<file path="src/rtl/sp_ram_arbiter.sv">
// Two-requester arbiter in front of an internal read-first single-port RAM.
// Define SP_RAM_ARB_RR_EN for round-robin arbitration; otherwise requester 0 has fixed priority.
module sp_ram_arbiter #(
  parameter  int DW    = 8,
  parameter  int WORDS = 256,
  localparam int AW    = $clog2(WORDS)
) (
  input  logic          clk,
  input  logic          rst,
  input  logic          req0,
  input  logic          req1,
  input  logic          we0,
  input  logic          we1,
  input  logic [AW-1:0] addr0,
  input  logic [AW-1:0] addr1,
  input  logic [DW-1:0] din0,
  input  logic [DW-1:0] din1,
  output logic          gnt0,
  output logic          gnt1,
  output logic          rvalid0,
  output logic          rvalid1,
  output logic [DW-1:0] rdata
);

  logic          gnt0_c, gnt1_c;
  logic          ram_we;
  logic [DW-1:0] ram_din;
  logic [AW-1:0] addr_d, addr_q;
  logic          rvalid0_d, rvalid0_q;
  logic          rvalid1_d, rvalid1_q;
  logic [DW-1:0] rdata_q;
  logic [DW-1:0] mem_q [WORDS];

`ifdef SP_RAM_ARB_RR_EN
  // Index of the most recent winner; reset to 1 so requester 0 takes the first contention.
  logic last_d, last_q;
`endif

  always_comb begin
    gnt0_c = 1'b0;
    gnt1_c = 1'b0;
    if (!rst) begin
`ifdef SP_RAM_ARB_RR_EN
      if (req0 && req1) begin
        gnt0_c = last_q;
        gnt1_c = !last_q;
      end else begin
        gnt0_c = req0;
        gnt1_c = req1;
      end
`else
      gnt0_c = req0;
      gnt1_c = req1 && !req0;
`endif
    end
  end

  always_comb begin
    ram_we    = 1'b0;
    ram_din   = din0;
    addr_d    = addr_q;
    rvalid0_d = 1'b0;
    rvalid1_d = 1'b0;
`ifdef SP_RAM_ARB_RR_EN
    last_d    = last_q;
`endif
    if (gnt0_c) begin
      ram_we    = we0;
      ram_din   = din0;
      addr_d    = addr0;
      rvalid0_d = !we0;
`ifdef SP_RAM_ARB_RR_EN
      last_d    = 1'b0;
`endif
    end else if (gnt1_c) begin
      ram_we    = we1;
      ram_din   = din1;
      addr_d    = addr1;
      rvalid1_d = !we1;
`ifdef SP_RAM_ARB_RR_EN
      last_d    = 1'b1;
`endif
    end
  end

  always_ff @(posedge clk) begin
    if (rst) begin
      addr_q    <= '0;
      rvalid0_q <= 1'b0;
      rvalid1_q <= 1'b0;
`ifdef SP_RAM_ARB_RR_EN
      last_q    <= 1'b1;
`endif
    end else begin
      addr_q    <= addr_d;
      rvalid0_q <= rvalid0_d;
      rvalid1_q <= rvalid1_d;
`ifdef SP_RAM_ARB_RR_EN
      last_q    <= last_d;
`endif
    end
  end

  // RAM array is not reset; the output register samples the old word on a write (read-first).
  always_ff @(posedge clk) begin
    if (ram_we) begin
      mem_q[addr_d] <= ram_din;
    end
    rdata_q <= mem_q[addr_d];
  end

  assign gnt0    = gnt0_c;
  assign gnt1    = gnt1_c;
  assign rvalid0 = rvalid0_q;
  assign rvalid1 = rvalid1_q;
  assign rdata   = rdata_q;

endmodule

</file>
<file path="config.mk">
export PLATFORM = sky130hd
export DESIGN_NAME = sp_ram_arbiter
export DESIGN_NICKNAME = d
export VERILOG_FILES = /design/src/rtl/sp_ram_arbiter.sv
export SDC_FILE = /design/constraint.sdc
export NUM_CORES = 2
export LEC_CHECK = 0
export CORE_UTILIZATION = 40
export DETAILED_ROUTE_END_ITERATION = 16
export PLACE_DENSITY = 0.56
export SLEW_MARGIN = 20
export SYNTH_ARGS = -nofsm -noshare
export SYNTH_HDL_FRONTEND = slang
export SYNTH_SLANG_ARGS = --single-unit
</file>
<file path="constraint.sdc">
create_clock -name clk -period 4.5 [get_ports clk]
set_input_delay 0.675 -clock clk [delete_from_list [all_inputs] [get_ports clk]]
set_output_delay 0.675 -clock clk [all_outputs]
set_load 0.02 [all_outputs]
</file>
==> impl_metrics.toml <==
[placed_design]
postPlaceCellArea_um2 = 91800
dp_hpwl_mm = 179
post-place-ws_ns = -1.06
port_buffers = 49
gp_congestion = 0.905

[yosys]
seq_area_frac_synth = 0.754
syn-cell-area_um2 = 82100
async_reset_ff_frac = 0
postSynthAreaPerCell_um2 = 14.5
synth.most_common_cell = "edfxtp_1"
synthCells = 5666
ys_warn_count = 0
synth_edf_count = 2048
synthTopCellsByArea = "edfxtp_1, nand2_1, mux2i_1, nand3_1, o22ai_1"
synth_seq_cells = 2066
ys_types = 75
synthTopCellsByCount = "edfxtp_1, nand2_1, mux2i_1"
synth_top_area_frac = 0.749
synth_fp_nets = 5704
synth_largest_area_cell = "edfxtp_1"
ys.flop_type = "edfxtp_1"

[grt]
antenna_found_initial = 14
overflow = 0
grt_pass1_vias = 50900
grt_start_max_net_pins = 123
grt.total_usage = 0.262
grt_pass1_wl_mm = 385

[worst_setup_path]
crit_type = "input pin to register"
cp.arrival_ns = 5.24
reg2reg_slack_ns = 0.42
crit_chain = "clkdlybuf4s50_1 -> or4b_1 -> nand4_1 -> buf_4 -> buf_12 -> buf_12 -> mux2i_1 -> o22ai_1 -> o21ai_0 -> nand4_1 -> o21ai_1 -> buf_4 -> o2111ai_1 -> a211o_1"
crit_path_start_kind = "input pin"
crit_buf_inv = 5
crit_required_ns = 5.25
cp_top_family = "compound AO/OA/AOI/OAI gates"
worstPathMaxFanout = 34
cp-end-kind = "register"
critPathMaxStageDelay_ns = 0.63
cpMaxStageDelayCell = "or4b_1"

[floorplan]
initial_utilization = 0.404
die_area_um2 = 207000
io-pin-count = 50
coreArea_um2 = 203000
die_w_um = 455
core.rowCount = 165
die_y_um = 455

[sta]
fin_crit_ns = 4.49
relSlewSlack = 0.210
rsz0062_at_grt = "false"
worstMarginPinSlew_ns = 1.18
fmax_mhz = 222
final_max_slew_viol_count = 0
hold_viol_final = 0
fin_ws_ns = 0.00511
finClkSkew_ns = 0.0431
fin_crit_sh = 0.999
setup_violations = 0

[clock_network]
cts_sinks = 2066
path_clk_slew_ns = 0.06
clkLatencyLatePin_ns = 0.87
cts.htree.levels = 4
cts_root_buf = "clkbuf_16"
cts_buffer_depth = 3
postCtsSetupBuffers = 0
cts_tree = "built"
cts_buffers = 209

[final_layout]
seq_area_um2 = 61900
drive_gt1_frac = 0.180
stdcell_area_um2 = 98600
syn_to_final_growth_pct = 20.1
final_nets = 6430
multi_input_area_um2 = 18300
nFillCells = 17300

[route]
vias = 53600
dr.pass1.iters = 6
ant_nets = 0
drt_iter0_markers = 7004
drc = 0
drt-vias-per-instance = 5.80
wl_per_cell_um = 29.6
routed_wl_mm = 274

[pwr]
switchingPower_mw = 11.1
power.leakage_nw = 34.8
power_density_nw_per_um2 = 445
p_clk_frac = 0.392
comb_power_share = 0.121
vdd_drop_max_mv = 0.339
finalPower_mw = 43.9
p_int_mw = 32.8
p_seq_frac = 0.487
switching_share = 0.252

[run_status]
run_status = "completed"

[job]
maxCapViolCount = 0

[hold_path]
hp-class = "input pin to register"
power groups by stage:
stage / Combinational (mW) / Clock (mW) / Sequential (mW)
4_1_cts: 5.22 / 17.3 / 21.4
5_1_grt: 5.47 / 18.0 / 21.4
3_5_place_dp: 5.20 / 0 / 21.8
6_report: 5.29 / 17.2 / 21.4
2_1_floorplan: 2.37 / 0 / 21.8
3_3_place_gp: 5.17 / 0 / 21.8
metrics by stage:
step | cells | utilization | hold WS [ns] | TNS (ns)
3_5_place_dp | 8853 | 0.452 | 0.830 | -16.60
3_3_place_gp | 8853 | 0.452 | 0.832 | -7.07
5_1_grt | 9239 | 0.486 | 0.387 | 0
4_1_cts | 9238 | 0.486 | 0.332 | 0
2_1_floorplan | 5666 | - | 0.682 | 0
6_report | 9240 | 0.486 | 0.381 | 0
cells in the final DEF, fill, tap and decap left out, types with 36 or more instances in the layout:
master              n
o22ai_1           184
buf_4             703
a21oi_1           192
a32oi_1            47
o21ai_0            45
clkbuf_16         212
clkdlybuf4s50_1    49
nand2_1          1207
clkbuf_1           42
edfxtp_1         2048
nor2_1            289
mux2i_1           446
nor4_1             66
a31oi_1            68
buf_12            126
nand3_1           367
nand4_1            36
and3_1             46
clkinv_1           49
final cells by class:
cell class	instances	share of cell area
antenna	2	0.0000508
clock buffer	259	0.0561
clock inverter	126	0.0122
inverter	4	0.000152
multi-input combinational	3233	0.186
sequential	2066	0.628
tap	2672	0.0339
timing repair buffer	878	0.0841
routing by layer:
metal / GRT usage / part of all wire / wire, um
met1: 0.367 / 0.41 / 111000
met2: 0.405 / 0.45 / 124000
met3: 0.0524 / 0.10 / 27600
met4: 0.0950 / 0.038 / 10400
met5: 0.000919 / 0.00018 / 49
logic make-up after synthesis:
kind of cell / count (synthesis) / share of synthesized area
DFF: 2066 / 0.754
buffers and inverters: 367 / 0.0271
and+or+nand+nor: 2088 / 0.108
muxes: 456 / 0.0558
AOI/OAI and AO/OA: 689 / 0.0551
timing repair:
item                                    4_1_cts  5_1_grt
hold buffers                                  0        0
endpoints found under the setup margin        1        0
resized for setup                             1        0
worst register-to-register path, delay by kind of cell, from the launching register on:
family | cells | cell delay, ns
buffers and inverters | 4 | 0.98
AO/OA/AOI/OAI | 5 | 1.74
flip-flops | 1 | 0.30
AND/OR/NAND/NOR | 3 | 0.73
multiplexers | 1 | 0.22
state kept, by name (all words and copies together) (netlist names):
name,flops
mem_q,2048
addr_q,8
rdata,8
rvalid0,1
rvalid1,1
path summary, 6_finish.rpt:
| path | start | to | cells after the start |
|---|---|---|---|
| worst max-delay path | rst | rdata[5] | 14 |
| worst max register to register | addr_q[0] | rdata[5] | 13 |
| worst min register to register | mem_q[54][1] | rdata[1] | 6 |
| worst min-delay path | we1 | rvalid1 | 2 |
Note: power is estimated with default switching activity, not from simulation.
